**src/rtl/ic_pkg.sv**
```systemverilog
// Shared types for the icache miss queue: entry state, entry record, xid.
package ic_pkg;

    localparam int NXID       = 4;
    localparam int IC_XID_W   = $clog2(NXID);
    localparam int IC_ADDR_W  = 23;
    localparam int IC_WAY_W   = 2;

    typedef logic [IC_XID_W-1:0] ic_xid_t;

    typedef enum logic [1:0] {
        FREE,
        ALLOC,
        ISSUED
    } ic_mq_state_e;

    typedef struct packed {
        ic_mq_state_e         state;
        logic [IC_ADDR_W-1:0] addr;
        logic [IC_WAY_W-1:0]  way;
        logic                 discard;
    } ic_mq_entry_t;

endpackage

```
**src/rtl/ic_mq_entry.sv**
```systemverilog
// One miss tracker entry: FREE -> ALLOC -> ISSUED -> FREE, plus line compare.
module ic_mq_entry
    import ic_pkg::*;
#(
    parameter int AW    = 23,
    parameter int WAY_W = 2
) (
    input  logic             clk,
    input  logic             rst_n,
    input  logic             i_alloc,
    input  logic             i_issue,
    input  logic             i_resp,
    input  logic             i_flush,
    input  logic [AW-1:0]    i_addr,
    input  logic [WAY_W-1:0] i_way,
    output ic_mq_state_e     o_state,
    output logic [AW-1:0]    o_addr,
    output logic [WAY_W-1:0] o_way,
    output logic             o_discard,
    output logic             o_match
);

    ic_mq_state_e     r_state;
    logic [AW-1:0]    r_addr;
    logic [WAY_W-1:0] r_way;
    logic             r_discard;

    always_ff @(posedge clk or negedge rst_n) begin
        if (!rst_n) begin
            r_state   <= FREE;
            r_addr    <= '0;
            r_way     <= '0;
            r_discard <= 1'b0;
        end else begin
            unique case (r_state)
                FREE: begin
                    if (i_alloc) begin
                        r_state   <= ALLOC;
                        r_addr    <= i_addr;
                        r_way     <= i_way;
                        r_discard <= 1'b0;
                    end
                end
                ALLOC: begin
                    // a request already handed to memory must still see its response
                    if (i_issue) begin
                        r_state   <= ISSUED;
                        r_discard <= i_flush;
                    end else if (i_flush) begin
                        r_state <= FREE;
                    end
                end
                ISSUED: begin
                    if (i_resp) begin
                        r_state   <= FREE;
                        r_discard <= 1'b0;
                    end else if (i_flush) begin
                        r_discard <= 1'b1;
                    end
                end
                default: r_state <= FREE;
            endcase
        end
    end

    assign o_state   = r_state;
    assign o_addr    = r_addr;
    assign o_way     = r_way;
    assign o_discard = r_discard;
    assign o_match   = (r_state != FREE) && !r_discard && (r_addr == i_addr);

endmodule

```
**src/rtl/ic_miss_queue.sv**
```systemverilog
// Icache miss/fill tracker: allocates per-xid entries, issues line reads,
// merges duplicate misses and turns out-of-order responses into fill writes.
module ic_miss_queue
    import ic_pkg::*;
#(
    parameter int NXID      = ic_pkg::NXID,
    parameter int XID_W     = $clog2(NXID),
    parameter int ADDR_HI   = 26,
    parameter int ADDR_LO   = 4,
    parameter int LINE_BITS = 128,
    parameter int WAYS      = 4
) (
    input  logic                       clk,
    input  logic                       rst_n,
    input  logic                       miss_valid,
    output logic                       miss_ready,
    input  logic [ADDR_HI:ADDR_LO]     miss_addr,
    input  logic [$clog2(WAYS)-1:0]    miss_way,
    output logic                       miss_merged,
    input  logic                       flush,
    output logic [ADDR_HI:ADDR_LO]     ic_mem_addr,
    output logic [XID_W-1:0]           ic_mem_xid,
    output logic                       ic_mem_re,
    input  logic                       mem_ic_ready,
    input  logic                       mem_ic_valid,
    input  logic [XID_W-1:0]           mem_ic_xid,
    input  logic [LINE_BITS-1:0]       mem_ic_data,
    output logic                       fill_valid,
    output logic [ADDR_HI:ADDR_LO]     fill_addr,
    output logic [$clog2(WAYS)-1:0]    fill_way,
    output logic [LINE_BITS-1:0]       fill_data,
    output logic                       busy,
    output logic [XID_W:0]             pending_cnt,
    output logic                       xid_err
);

    localparam int WAY_W = $clog2(WAYS);
    localparam int AW    = ADDR_HI - ADDR_LO + 1;

    logic [ADDR_HI:ADDR_LO] w_addr  [NXID];
    logic [WAY_W-1:0]       w_way   [NXID];
    ic_mq_state_e           w_state [NXID];
    logic [NXID-1:0]        w_disc, w_match, w_alloc, w_issue, w_resp;
    logic                   w_any_free, w_any_alloc;
    logic                   w_accept, w_merge, w_re, w_resp_hit;
    logic [XID_W-1:0]       w_free_idx, w_alloc_idx, w_sel;
    logic [XID_W:0]         w_cnt;

    logic                   r_lock;
    logic [XID_W-1:0]       r_lock_xid;
    logic                   r_merged, r_xid_err, r_fill_valid;
    logic [ADDR_HI:ADDR_LO] r_fill_addr;
    logic [WAY_W-1:0]       r_fill_way;
    logic [LINE_BITS-1:0]   r_fill_data;

    for (genvar g = 0; g < NXID; g++) begin : g_ent
        ic_mq_entry #(.AW(AW), .WAY_W(WAY_W)) u_ent (
            .clk       (clk),
            .rst_n     (rst_n),
            .i_alloc   (w_alloc[g]),
            .i_issue   (w_issue[g]),
            .i_resp    (w_resp[g]),
            .i_flush   (flush),
            .i_addr    (miss_addr),
            .i_way     (miss_way),
            .o_state   (w_state[g]),
            .o_addr    (w_addr[g]),
            .o_way     (w_way[g]),
            .o_discard (w_disc[g]),
            .o_match   (w_match[g])
        );
    end

    // downward scan leaves the lowest matching index selected
    always_comb begin
        w_any_free  = 1'b0;
        w_any_alloc = 1'b0;
        w_free_idx  = '0;
        w_alloc_idx = '0;
        w_cnt       = '0;
        for (int i = NXID - 1; i >= 0; i--) begin
            if (w_state[i] == FREE) begin
                w_any_free = 1'b1;
                w_free_idx = XID_W'(i);
            end
            if (w_state[i] == ALLOC) begin
                w_any_alloc = 1'b1;
                w_alloc_idx = XID_W'(i);
            end
            if (w_state[i] != FREE) begin
                w_cnt = w_cnt + (XID_W + 1)'(1);
            end
        end
    end

    assign miss_ready = w_any_free && !flush;
    assign w_accept   = miss_valid && miss_ready;
    assign w_merge    = w_accept && (|w_match);
    assign w_re       = w_any_alloc;
    assign w_sel      = r_lock ? r_lock_xid : w_alloc_idx;
    assign w_resp_hit = mem_ic_valid && (w_state[mem_ic_xid] == ISSUED);

    always_comb begin
        w_alloc = '0;
        w_issue = '0;
        w_resp  = '0;
        for (int i = 0; i < NXID; i++) begin
            w_alloc[i] = w_accept && !w_merge && (w_free_idx == XID_W'(i));
            w_issue[i] = w_re && mem_ic_ready && (w_sel == XID_W'(i));
            w_resp[i]  = w_resp_hit && (mem_ic_xid == XID_W'(i));
        end
    end

    always_ff @(posedge clk or negedge rst_n) begin
        if (!rst_n) begin
            r_lock       <= 1'b0;
            r_lock_xid   <= '0;
            r_merged     <= 1'b0;
            r_xid_err    <= 1'b0;
            r_fill_valid <= 1'b0;
            r_fill_addr  <= '0;
            r_fill_way   <= '0;
            r_fill_data  <= '0;
        end else begin
            r_merged     <= w_merge;
            r_lock       <= w_re && !mem_ic_ready && !flush;
            r_lock_xid   <= w_sel;
            r_fill_valid <= w_resp_hit && !w_disc[mem_ic_xid] && !flush;
            if (mem_ic_valid && !w_resp_hit) begin
                r_xid_err <= 1'b1;
            end
            if (w_resp_hit) begin
                r_fill_addr <= w_addr[mem_ic_xid];
                r_fill_way  <= w_way[mem_ic_xid];
                r_fill_data <= mem_ic_data;
            end
        end
    end

    assign ic_mem_re   = w_re;
    assign ic_mem_xid  = w_re ? w_sel : '0;
    assign ic_mem_addr = w_re ? w_addr[w_sel] : '0;
    assign miss_merged = r_merged;
    assign fill_valid  = r_fill_valid;
    assign fill_addr   = r_fill_addr;
    assign fill_way    = r_fill_way;
    assign fill_data   = r_fill_data;
    assign busy        = (w_cnt != '0);
    assign pending_cnt = w_cnt;
    assign xid_err     = r_xid_err;

endmodule

```
**config.mk**
```make
export PLATFORM = sky130hd
export DESIGN_NAME = ic_miss_queue
export DESIGN_NICKNAME = d
export VERILOG_FILES = /design/src/rtl/ic_pkg.sv /design/src/rtl/ic_mq_entry.sv /design/src/rtl/ic_miss_queue.sv
export SDC_FILE = /design/constraint.sdc
export NUM_CORES = 1
export LEC_CHECK = 0
export ABC_CLOCK_PERIOD_IN_PS = 3500
export BUFFER_PORTS_ARGS = -buffer_cell sky130_fd_sc_hd__buf_2
export CAP_MARGIN = 0
export CORE_ASPECT_RATIO = 1.5
export CORE_UTILIZATION = 50
export DETAILED_ROUTE_END_ITERATION = 8
export GPL_TIMING_DRIVEN = 0
export MAX_ROUTING_LAYER = met4
export PLACE_DENSITY = 0.79
export SLEW_MARGIN = 20
export SYNTH_ARGS = -nofsm -noshare
export SYNTH_HDL_FRONTEND = slang
export SYNTH_HIERARCHICAL = 1
export SYNTH_SLANG_ARGS = --single-unit
```
**constraint.sdc**
```tcl
create_clock -name clk -period 3.5 [get_ports clk]
set_input_delay 0.7 -clock clk [delete_from_list [all_inputs] [get_ports clk]]
set_output_delay 0.7 -clock clk [all_outputs]
set_load 0.02 [all_outputs]
```
# Word-level counts from Yosys, hierarchy flattened
# Index checks and enable logic that the tools add are counted.
# word_totals
ff_bits	271
latchBits	0
mem_bits_rw	0
romBits	0
output_inout_bits	187
mem_count	0
# op_classes
add_sub_neg	3
multipliers	0
div	0
magnitude_cmp	3
n_eq_ne	42
n_shift	0
n_mux	71
bitwise	2
reduce_logical	69
# op_table
cell	count
2-to-1 mux 23 bit	5
binary-select mux 23 bit (select 2 bit)	2
== test 23 bit	4
2-to-1 mux 2 bit	27
logical AND 1 bit	31
inequality test 2 x 1 -> 1 bit, second input constant	12
inequality test 3 x 2 -> 1 bit, second input constant	8
case mux 2 bit (3 select lines)	4
2-to-1 mux 1 bit	23
== test 2 bit, second input constant	11
AND reduction 4 bit	4
nonzero test 3 bit	5
== test 2 x 1 -> 1 bit, second input constant	7
zero test 2 bit	7
case mux 1 bit (3 select lines)	4
AND reduction 3 bit	4
adder 3 x 1 -> 3 bit, second input constant	3
zero test 1 bit	9
2-to-1 mux 3 bit	3
binary-select mux 2 bit (select 2 bit)	2
AND reduction 2 bit	4
nonzero test 2 bit	4
greater-or-equal comparator 3 bit, second input constant	2
NOT 2 -> 3 bit	2
3 further kinds	3

# Logic depth before layout (Yosys ltp)
# Gate-level depths: netlist of run 1.
# logic_depth
word_depth	13
depth_mapped	12
depth_no_buf	12

# By module
# Netlist of run 1, hierarchy kept.
# by_module_without_submodules
module	n_inst	cells_each	area_each_um2
ic_miss_queue	1	515	8087.8
ic_mq_entry	4	110	1420.1

# Least setup slack after synthesis of run 1
# No wires, ideal clock.
# synth_path
path_kind	reg-to-reg
from	register g_ent[2].u_ent.r_state[0]
to	register g_ent[3].u_ent.r_addr[0]
arrival_ns	2.954
required_time_ns	3.375
setup_slack_ns	0.422
stages_incl_launch_ff	9
synth_period_minus_slack_ns	3.078
cell_sequence	dfrtp_1 -> or2_2 -> ha_1 -> a21oi_1 -> nand3_1 -> nor4b_1 -> nand2_2 -> buf_6 -> mux2_2
# synth_via
elab_chain_cells	11
elab_cells_between_ends	19
cone_classes	eq/ne: 1; mux: 6; reduce/logical: 12
# synth_rtl
element	line	text
start, declared	ic_mq_entry.sv:23	ic_mq_state_e r_state;
start signal, assigned	ic_mq_entry.sv:30	r_state <= FREE;
start signal, assigned	ic_mq_entry.sv:38	r_state <= ALLOC;
start signal, assigned	ic_mq_entry.sv:47	r_state <= ISSUED;
zero test 2 bit (*)	ic_miss_queue.sv:82	if (w_state[i] == FREE) begin
2-to-1 mux 1 bit (*) (3 in series)	ic_miss_queue.sv:82	
logical AND 1 bit (*)	ic_miss_queue.sv:96	assign miss_ready = w_any_free && !flush;
named net miss_ready	ic_miss_queue.sv:16	output logic miss_ready,
logical AND 1 bit (*)	ic_miss_queue.sv:97	assign w_accept = miss_valid && miss_ready;
logical AND 1 bit	ic_miss_queue.sv:98	assign w_merge = w_accept && (|w_match);
zero test 1 bit	ic_miss_queue.sv:108	w_alloc[i] = w_accept && !w_merge && (w_free_idx == XID_W'(i));
logical AND 1 bit (*) (2 in series)	ic_miss_queue.sv:108	
named net w_alloc[3]	ic_miss_queue.sv:43	logic [NXID-1:0] w_disc, w_match, w_alloc, w_issue, w_resp;
AND reduction 2 bit (no line) (*)	-	
end signal, assigned	ic_mq_entry.sv:39	r_addr <= i_addr;
end, declared	ic_mq_entry.sv:24	logic [AW-1:0] r_addr;
# The timed path passes the listed nets; every way through them passes the cells marked *.
# A chain may end at the register's enable or synchronous reset.

# Worst setup path in the final report of run 1
# layout_path
from	register g_ent[2].u_ent.r_state[1]
to	output busy
# layout_via
elab_chain_cells	7
# layout_rtl
element	line	text
nonzero test 2 bit (*)	ic_miss_queue.sv:90	if (w_state[i] != FREE) begin
2-to-1 mux 3 bit (*)	ic_miss_queue.sv:90	
adder 3 x 1 -> 3 bit	ic_miss_queue.sv:91	w_cnt = w_cnt + (XID_W + 1)'(1);
2-to-1 mux 3 bit (*)	ic_miss_queue.sv:90	
adder 3 x 1 -> 3 bit	ic_miss_queue.sv:91	
2-to-1 mux 3 bit (*)	ic_miss_queue.sv:90	
nonzero test 3 bit (*)	ic_miss_queue.sv:148	assign busy = (w_cnt != '0);
end, declared	ic_miss_queue.sv:32	output logic busy,
# Mark *: on every way between the ends. The rest lies on a longest branch, timed or not.

==> results of run 1 <==
power breakdown:
group,switching [mW],internal [mW]
registers,1.02,4.39
logic,3.99,3.46
clock network,1.24,1.76
total,6.25,9.60
routing by layer:
layer,vias up,track usage [%],part of all wire [%]
li1,4223,-,-
met1,4731,30.0,39
met2,319,46.7,51
met3,97,4.85,5.7
met4,0,12.0,4.1
met5,-,-,0
how the worst min path moves through the flow:
stage | cells past startpoint | endpoint | slack (ns) | startpoint
after global placement | 1 | xid_err$_DFFE_PN0P_ | 0.44 | xid_err$_DFFE_PN0P_
after detailed placement | 1 | xid_err$_DFFE_PN0P_ | 0.45 | xid_err$_DFFE_PN0P_
after floorplan | 0 | fill_addr[10]$_DFFE_PN0P_ | 0.40 | rst_n
final | 1 | fill_data[11]$_DFFE_PN0P_ | 0.16 | rst_n
after CTS | 1 | fill_addr[9]$_DFFE_PN0P_ | 0.18 | rst_n
after global routing | 1 | fill_data[11]$_DFFE_PN0P_ | 0.21 | rst_n
final cells by class:
cell class	count	area (um2)
Inverter	18	67.6
Tap cell	342	428
Sequential cell	271	6790
Timing Repair Buffer	356	1860
Multi-Input combinational cell	625	6720
Clock buffer	35	766
Clock inverter	11	140
Antenna cell	7	17.5
Fill cell	2091	9980
Buffer	41	365
per-stage QoR:
stage | setup TNS [ns] | cells | hold slack [ns]
final | 0 | 1706 | 0.158
after global placement | -885.25 | 1644 | 0.438
after CTS | -0.0111 | 1694 | 0.176
after detailed placement | -33.59 | 1646 | 0.446
after floorplan | 0 | 955 | 0.404
after global routing | -0.0313 | 1705 | 0.210
cell usage in the layout, fill, tap and decap left out, types with 5 or more instances in the layout:
master,instances
buf_2,351
buf_4,9
buf_6,27
clkbuf_1,6
clkbuf_16,27
clkbuf_8,6
clkinv_2,5
dfrtp_1,267
diode_2,7
ha_1,19
inv_1,16
mux2_2,128
mux2_4,126
mux2i_1,46
mux4_2,27
nand2_1,11
nand2_2,5
nand2b_1,21
nand3_1,6
nand4_1,9
nor2_1,20
nor3_1,8
nor3b_1,5
nor4_1,20
o21ai_0,9
o21ai_1,9
o22ai_1,18
o22ai_2,6
xnor2_1,10
xor2_1,84
sequential cells by signal, summed over array words and instances (netlist names):
register,count
fill_addr,23
fill_data,128
fill_valid,1
fill_way,2
g_ent.u_ent/o_addr,92
g_ent.u_ent/o_discard,4
g_ent.u_ent/o_state,8
g_ent.u_ent/o_way,8
miss_merged,1
r_lock,1
r_lock_xid,2
xid_err,1
repair_timing:
item,in CTS,in global routing
setup endpoints to repair,71,97
pin swaps,3,2
gates resized for setup,31,14
hold buffers,0,0
buffers inserted,2,5
cells by family after synthesis:
logic type,Yosys count,share of synthesized area (%)
flip-flops,271,49.3
adder cells (fa/ha/maj),21,1.91
XOR/XNOR,95,6.04
AO/OA/AOI/OAI,57,2.57
multiplexers,327,32.0
buffers and inverters,59,2.94
AND/OR/NAND/NOR,125,5.32
==> results.txt, run 1 <==
Number of H-tree levels: 1
Clk_skew: 0.0208 ns
Status: complete, no violations
Max Fclk: 0.289 GHz
CTS max path bufs: 3
Via Count: 9370
Vias per std cell: 5.49
Pre-CTS WS: -0.784 ns
R2R Setup Slk: 0.17 ns
DRT iter0 DRCs: 453
CP Buf/Inv Count: 1
Count leader, synth: dfrtp_1
Largest net degree at the start of global routing: 97
Slew Viols, Final: 0
Most frequent cells after synthesis: 271 x dfrtp_1, 128 x mux2_2, 126 x mux2_4, 85 x xor2_1, 46 x mux2i_1
RSZ-0062 raised after global routing: yes
Post-synth EDFFs: 0
Remaining global-route overflow: 0
CTS root buffer: clkbuf_16
Area Growth Syn to Fin: 24.5%
CP endpoint: busy
Detail Route Antenna Nets: 0
Static leakage: 8.84 nW
Pwr Total: 15.9 mW
Crit. End Element: output pin
Largest stage delay, worst path: 0.43 ns
Core area: 27100 um2
Drt wl/cell: 22.0 um
Chip Width: 137 um
Post-route clock period utilization: 98.9%
Share of the synthesized area in the top cell type: 49.3%
Crit path DAT: 2.76 ns
1st-pass router iterations: 8
Starting Density: 50.8%
Initial antenna violation count: 6
Top_reg_cell synth: dfrtp_1
I/O pin cnt: 348
DP Area: 16000 um2
Max-cap viol count: 0
Drt drc: 0
First-pass GRT wire length: 55300 um
Design Area, Final: 17100 um2
Power density over the cells: 924 nW/um2
Synthesized Nets: 1137
CP delay by family, top: simple AND/OR/NAND/NOR gates
Worst flop-to-flop path endpoint: g_ent[3].u_ent/o_addr[11]$_DFFE_PN0P_
Placer Congestion: 0.903
Fin. Hold Viols: 0
Top cells by area, synth: dfrtp_1 49%, mux2_4 14%, mux2_2 10%
Share of cells above drive strength 1: 55.3%
Vias in the first global route: 9705
Rel. slew slack: 30.3%
Setup WS post-layout: 0.0388 ns
Cell depth of the worst setup path: 7
Netlist cell types: 38
Critical path class: flop to output pin
Worst-path clk slew: 0.06 ns
Die area: 28200 um2
FF+latch count, synth: 271
VDD IR-drop max: 812 uV
Rows: 74
Synth Area per Inst: 14.4 um2
Crit start category: flop
Fin crit period: 3.46 ns
Most area-hungry cell type in the Yosys netlist: dfrtp_1
Critical path, cell by cell: or2_4 -> ha_4 -> xor2_2 -> ha_1 -> mux2_2 -> or3_4 -> buf_6
Reg2Reg Launch Point: g_ent[0].u_ent/o_state[1]$_DFFE_PN0P_
Critical Path RT: 2.80 ns
Post-Syn Area: 13800 um2
DP HPWL: 27100 um
Slew @ Worst Pin: 1.05 ns
# setup viols final: 0
Asr flop ratio synth: 100%
Cts bufs inserted: 27
Hold Path Class: input pin to asynchronous set/reset pin
R2R depth: 11
Critical-path top delay cell: dfrtp_2
All-Layer GR Usage: 27.0%
Critical Path Start: g_ent[2].u_ent/o_state[1]$_DFFE_PN0P_
Post-layout util: 63.2%
Nets: 1522
Mapped Cells: 955
Port bufs: 347
Proportion of synthesized chip area in sequential cells: 49.3%
CTS tree: built
Clock Sinks: 271
Routed WL: 37500 um
Worst-Skew Late Latency: 0.56 ns
CP max FO: 4
Die H: 205 um
Synth warn: 6
(Power assumes the default switching activity.)
==> inputs of run 2 (changes only) <==
--- a/config.mk
+++ b/config.mk
@@ -6,14 +6,14 @@
 export NUM_CORES = 1
 export LEC_CHECK = 0
 export ABC_CLOCK_PERIOD_IN_PS = 3500
-export BUFFER_PORTS_ARGS = -buffer_cell sky130_fd_sc_hd__buf_2
 export CAP_MARGIN = 0
 export CORE_ASPECT_RATIO = 1.5
 export CORE_UTILIZATION = 50
 export DETAILED_ROUTE_END_ITERATION = 8
+export DONT_BUFFER_PORTS = 1
 export GPL_TIMING_DRIVEN = 0
 export MAX_ROUTING_LAYER = met4
-export PLACE_DENSITY = 0.79
+export PLACE_DENSITY = 0.68
 export SLEW_MARGIN = 20
 export SYNTH_ARGS = -nofsm -noshare
 export SYNTH_HDL_FRONTEND = slang
==> results.txt, run 2 (same netlist as run 1, synthesis figures left out) <==
Share of cells above drive strength 1: 41.3% (-14 points)
Clock Sinks: 271 (unchanged)
Starting Density: 50.8% (unchanged)
Chip Width: 137 um (unchanged)
Remaining global-route overflow: 0 (unchanged)
Slew Viols, Final: 0 (unchanged)
Critical Path RT: 2.80 ns (about the same)
Slew @ Worst Pin: 1.02 ns (-0.0219 ns)
Worst Hold Slack: -0.149 ns (-0.307 ns)
Largest stage delay, worst path: 0.57 ns (+0.14 ns)
VDD IR-drop max: 702 uV (-14%)
DP HPWL: 24800 um (-8.6%)
Commonest non-fill, non-tap cell in the layout: dfrtp_1
Die area: 28200 um2 (unchanged)
All-Layer GR Usage: 25.4% (-1.5 points)
Pre-CTS WS: -0.541 ns (+0.243 ns)
CTS max path bufs: 3 (unchanged)
Most frequent cells in the layout: 267 x dfrtp_1, 127 x mux2_4, 127 x mux2_2, 84 x xor2_1, 46 x mux2i_1
Worst flop-to-flop path endpoint: g_ent[3].u_ent/o_way[0]$_DFFE_PN0P_
Fin. Hold Viols: 271 (+271)
Post-route clock period utilization: 101% (+2.0 points)
Rel. slew slack: 31.7% (+1.5 points)
First-pass GRT wire length: 51300 um (-7.3%)
Crit. End Element: output pin
Power density over the cells: 963 nW/um2 (+4.2%)
Initial antenna violation count: 1 (-5)
CP delay by family, top: simple AND/OR/NAND/NOR gates
Largest register FFs: 128 (unchanged)
Rows: 74 (unchanged)
CP max FO: 10 (+6)
Via Count: 7997 (-15%)
Crit path DAT: 2.83 ns (+0.07 ns)
Status: complete, but fails checks
Critical Path Start: g_ent[0].u_ent/o_state[1]$_DFFE_PN0P_
R2R Setup Slk: 0.28 ns (+0.11 ns)
Detail Route Antenna Nets: 0 (unchanged)
Critical-path top delay cell: o22ai_1
CTS root buffer: clkbuf_16
Area Growth Syn to Fin: 12.2%
Clk_skew: 0.0197 ns (-0.00111 ns)
RSZ-0062 raised after global routing: yes
Critical path, cell by cell: nand2b_1 -> nand2_1 -> a21oi_1 -> or2_2 -> clkbuf_1 -> clkbuf_2 -> o22ai_1
Max-cap viol count: 0 (unchanged)
Drt drc: 0 (unchanged)
Static leakage: 7.35 nW (-17%)
R2R depth: 8 (-3)
Critical path class: flop to output pin
Fin crit period: 3.53 ns (+0.0703 ns)
DP Area: 14200 um2 (-11%)
Vias per std cell: 5.91 (+7.6%)
Drt wl/cell: 26.1 um (+18%)
Vias in the first global route: 8397 (-13%)
Hold Path Class: input pin to asynchronous set/reset pin
DRT iter0 DRCs: 258 (-43%)
Routed WL: 35300 um (-6.0%)
CP Buf/Inv Count: 2 (+1)
Crit start category: flop
Reg area: 6790 um2 (unchanged)
Number of fillers in the final layout: 2202 (+5.3%)
Core area: 27100 um2 (unchanged)
Nets: 1171 (-23%)
# setup viols final: 4 (+4)
Worst-path clk slew: 0.06 ns (about the same)
I/O pin cnt: 348 (unchanged)
1st-pass router iterations: 4 (-4)
Max Fclk: 0.283 GHz (-2.0%)
Design Area, Final: 15400 um2 (-9.9%)
Largest net degree at the start of global routing: 272 (+180%)
Multi-input gate area: 6810 um2 (+1.3%)
Worst-Skew Late Latency: 0.55 ns (about the same)
Setup WS post-layout: -0.0315 ns (-0.0703 ns)
Reg2Reg Launch Point: g_ent[0].u_ent/o_state[0]$_DFFE_PN0P_
Cts bufs inserted: 28 (+3.7%)
Placer Congestion: 0.861 (-4.7%)
Failing checks: hold timing, setup timing
Die H: 205 um (unchanged)
CTS tree: built
Port bufs: 0 (-100%)
Number of H-tree levels: 1 (unchanged)
## run 2: cell types whose count changed in the layout (fill, tap and decap cells not counted), sizes merged
cell,delta
clkbuf,+7
clkinv,+5
bufinv,-1
diode,-6
buf,-356
inv,-2
## run 2: through the flow
stage                     hold WS (ns)  total power, mW  util, %  cells  TNS (ns)
after global placement           0.410             11.3     52.3   1297    -17.78
after detailed placement         0.409             11.4     52.3   1297    -16.44
after CTS                       -0.173             14.9     56.5   1348   -0.0810
after floorplan                  0.404             10.1        -    955         0
final                           -0.149             14.9     56.9   1353   -0.0907
after global routing            -0.173             15.6     56.9   1353    -0.466
## run 2: final cells by class
type,instances,share of cell area (%)
inverters,18,0.437
repair buffers,4,0.194
plain buffers,41,2.33
diodes,1,0.0162
clock inverters,13,0.810
multi-input cells,625,44.1
flip-flops and latches,271,43.9
clock buffers,38,5.44
well taps,342,2.77
## run 2: how the worst max path moves through the flow
stage / depth (start not counted) / slack (ns) / end
floorplan: 8 / 0.42 / g_ent[3].u_ent/o_addr[0]$_DFFE_PN0P_
global placement: 10 / -0.59 / g_ent[3].u_ent/o_addr[13]$_DFFE_PN0P_
detailed placement: 10 / -0.54 / g_ent[3].u_ent/o_addr[15]$_DFFE_PN0P_
CTS: 8 / -0.08 / busy
global route: 7 / -0.12 / ic_mem_addr[10]
finish: 7 / -0.03 / ic_mem_addr[7]
## run 2: per-layer routing
| layer | GRT usage, % | wire, um | vias to the layer above |
|---|---|---|---|
| met5 | - | 0 | - |
| met4 | 10.9 | 1310 | 0 |
| met3 | 5.20 | 2460 | 75 |
| met2 | 45.5 | 18800 | 303 |
| met1 | 26.7 | 12700 | 4113 |
| li1 | - | - | 3506 |
## run 2: report_power, final
part / switching (mW) / internal, mW
Clock: 1.25 / 1.82
Sequential: 2.08 / 4.38
Combinational: 2.59 / 2.74
Total: 5.93 / 8.95
## run 2: worst register-to-register path: stages, from the launching register on
cell and delay, ns:
dfrtp_1 0.49, nor2_1 0.43, nor2_1 0.08, a21oi_1 0.49, nand3_1 0.34, nor4b_4 0.47
nand2_2 0.28, buf_6 0.25, mux2_2 0.28
## run 2: what timing repair did
item,4_1_cts,5_1_grt
endpoints found under the setup margin,59,70
setup buffers,0,4
cloned,0,0
pin swaps,0,3
gates resized for setup,35,17
endpoints found under the hold margin,271,271
==> inputs of run 3 (changes only) <==
--- a/config.mk
+++ b/config.mk
@@ -5,7 +5,7 @@
 export SDC_FILE = /design/constraint.sdc
 export NUM_CORES = 1
 export LEC_CHECK = 0
-export ABC_CLOCK_PERIOD_IN_PS = 3500
+export ABC_CLOCK_PERIOD_IN_PS = 4500
 export CAP_MARGIN = 0
 export CORE_ASPECT_RATIO = 1.5
 export CORE_UTILIZATION = 50
==> constraint.sdc (replaced) <==
create_clock -name clk -period 4.5 [get_ports clk]
set_input_delay 0.9 -clock clk [delete_from_list [all_inputs] [get_ports clk]]
set_output_delay 0.9 -clock clk [all_outputs]
set_load 0.02 [all_outputs]
==> results.txt, run 3 (same netlist as run 1, synthesis figures left out) <==
Status: complete, no violations
CTS tree: built
Most frequent cells in the layout: 271 x dfrtp_1, 128 x mux2_2, 126 x mux2_4, 85 x xor2_1, 46 x mux2i_1
Hold Path Class: input pin to asynchronous set/reset pin
DP HPWL: 24800 um (unchanged)
Crit path DAT: 3.31 ns (+0.48 ns)
Detail Route Antenna Nets: 0 (unchanged)
Max-cap viol count: 0 (unchanged)
Design Area, Final: 15200 um2 (-1.8%)
Rel. slew slack: 26.5% (-5.2 points)
Port bufs: 0 (unchanged)
Fin. Hold Viols: 0 (-100%)
Largest register FFs: 128 (unchanged)
Critical path class: flop to output pin
Worst-path clk slew: 0.06 ns (about the same)
Starting Density: 50.8% (unchanged)
Critical Path RT: 3.60 ns (+0.80 ns)
Pwr Total: 11.2 mW (-24%)
Initial antenna violation count: 1 (unchanged)
Nets: 1167 (-0.34%)
Cts bufs inserted: 28 (unchanged)
Worst flop-to-flop path endpoint: g_ent[3].u_ent/o_addr[15]$_DFFE_PN0P_
Crit. End Element: output pin
Slew @ Worst Pin: 1.09 ns (+0.0625 ns)
Post-route insts no fill: 1349 (-0.30%)
Via Count: 7928 (-0.86%)
Number of fillers in the final layout: 2219 (+0.77%)
Drt drc: 0 (unchanged)
Slew Viols, Final: 0 (unchanged)
I/O pin cnt: 348 (unchanged)
Post-Place Cells: 1297 (unchanged)
DRT iter0 DRCs: 260 (+0.78%)
Reg2Reg Launch Point: g_ent[0].u_ent/o_state[0]$_DFFE_PN0P_
Core area: 27100 um2 (unchanged)
Chip Width: 137 um (unchanged)
R2R depth: 11 (+3)
Worst-Skew Late Latency: 0.55 ns (about the same)
Number of H-tree levels: 1 (unchanged)
Area Growth Syn to Fin: 10.1%
# setup viols final: 0 (-4)
DP Area: 14200 um2 (unchanged)
Critical path, cell by cell: nand2b_1 -> nand4_1 -> o21ai_1 -> clkbuf_1 -> o22ai_1
1st-pass router iterations: 4 (unchanged)
Post-cts sizing count: 0 (-100%)
CTS root buffer: clkbuf_16
All-Layer GR Usage: 25.3% (-0.14 points)
RSZ-0062 raised after global routing: no
Vias per std cell: 5.88 (-0.57%)
Fin crit period: 4.21 ns
Clk_skew: 0.0174 ns (-0.00230 ns)
Rows: 74 (unchanged)
Largest net degree at the start of global routing: 272 (unchanged)
Crit start category: flop
Placer Congestion: 0.861 (unchanged)
Routed WL: 34900 um (-1.0%)
VDD IR-drop max: 486 uV (-31%)
Die area: 28200 um2 (unchanged)
Remaining global-route overflow: 0 (unchanged)
CP max FO: 10 (unchanged)
Post-route clock period utilization: 93.6%
Commonest non-fill, non-tap cell in the layout: dfrtp_1
Largest stage delay, worst path: 0.62 ns (+0.05 ns)
Post-CTS setup buffers: 0 (unchanged)
Power density over the cells: 741 nW/um2 (-23%)
Share of cells above drive strength 1: 37.3% (-4.0 points)
Vias in the first global route: 8332 (-0.77%)
First-pass GRT wire length: 51000 um (-0.54%)
Static leakage: 7.27 nW (-1.1%)
Drt wl/cell: 25.9 um (-0.71%)
R2R Setup Slk: 0.62 ns (+0.34 ns)
Die H: 205 um (unchanged)
Max Fclk: 0.237 GHz
Critical-path top delay cell: clkbuf_1
Setup TNS: 0 ns (+0.0907 ns)
Clock Sinks: 271 (unchanged)
CTS max path bufs: 3 (unchanged)
Post-CTS Hold Fix Bufs: 0
==> run 3: how the worst max path moves through the flow <==
stage / start / end / depth (start not counted)
floorplan: g_ent[2].u_ent/o_state[0]$_DFFE_PN0P_ / busy / 6
global placement: miss_addr[16] / g_ent[3].u_ent/o_addr[13]$_DFFE_PN0P_ / 10
detailed placement: miss_addr[16] / g_ent[3].u_ent/o_addr[15]$_DFFE_PN0P_ / 10
CTS: g_ent[0].u_ent/o_state[1]$_DFFE_PN0P_ / ic_mem_addr[12] / 5
global route: g_ent[0].u_ent/o_state[1]$_DFFE_PN0P_ / ic_mem_addr[26] / 5
finish: g_ent[0].u_ent/o_state[1]$_DFFE_PN0P_ / ic_mem_addr[12] / 5
==> run 3: power by group <==
group | switching, mW | internal (mW) | leakage [nW]
Combinational | 1.88 | 1.95 | 3.31
Clock | 0.964 | 1.42 | 0.484
Sequential | 1.62 | 3.41 | 3.47
==> run 3: routing by layer <==
layer / GRT usage [%] / part of all wire, %
met3: 4.98 / 7.0
met4: 11.0 / 4.0
met2: 44.9 / 53
met5: - / 0
met1: 26.9 / 36
==> run 3: final cells by class <==
type / instances / area, um2 / area share, %
Buffer: 41 / 337 / 2.22
Inverter: 18 / 67.6 / 0.446
Antenna cell: 1 / 2.50 / 0.0165
Multi-Input combinational cell: 625 / 6580 / 43.4
Clock buffer: 38 / 840 / 5.54
Sequential cell: 271 / 6780 / 44.7
Tap cell: 342 / 428 / 2.82
Clock inverter: 13 / 125 / 0.825
==> run 3: critical path: cells and delay by family (launching register included) <==
family          cells  cell delay [ns]
compound gates      2             0.99
buf+inv             1             0.62
flops               1             0.51
simple gates        2             0.63
==> run 3: stage by stage <==
stage,hold slack (ns),util (%),worst slack (ns)
floorplan,0.474,-,1.28
global placement,0.483,52.3,0.209
detailed placement,0.493,52.3,0.259
CTS,0.0272,55.9,0.291
global route,0.0266,55.9,0.191
finish,0.0527,55.9,0.287
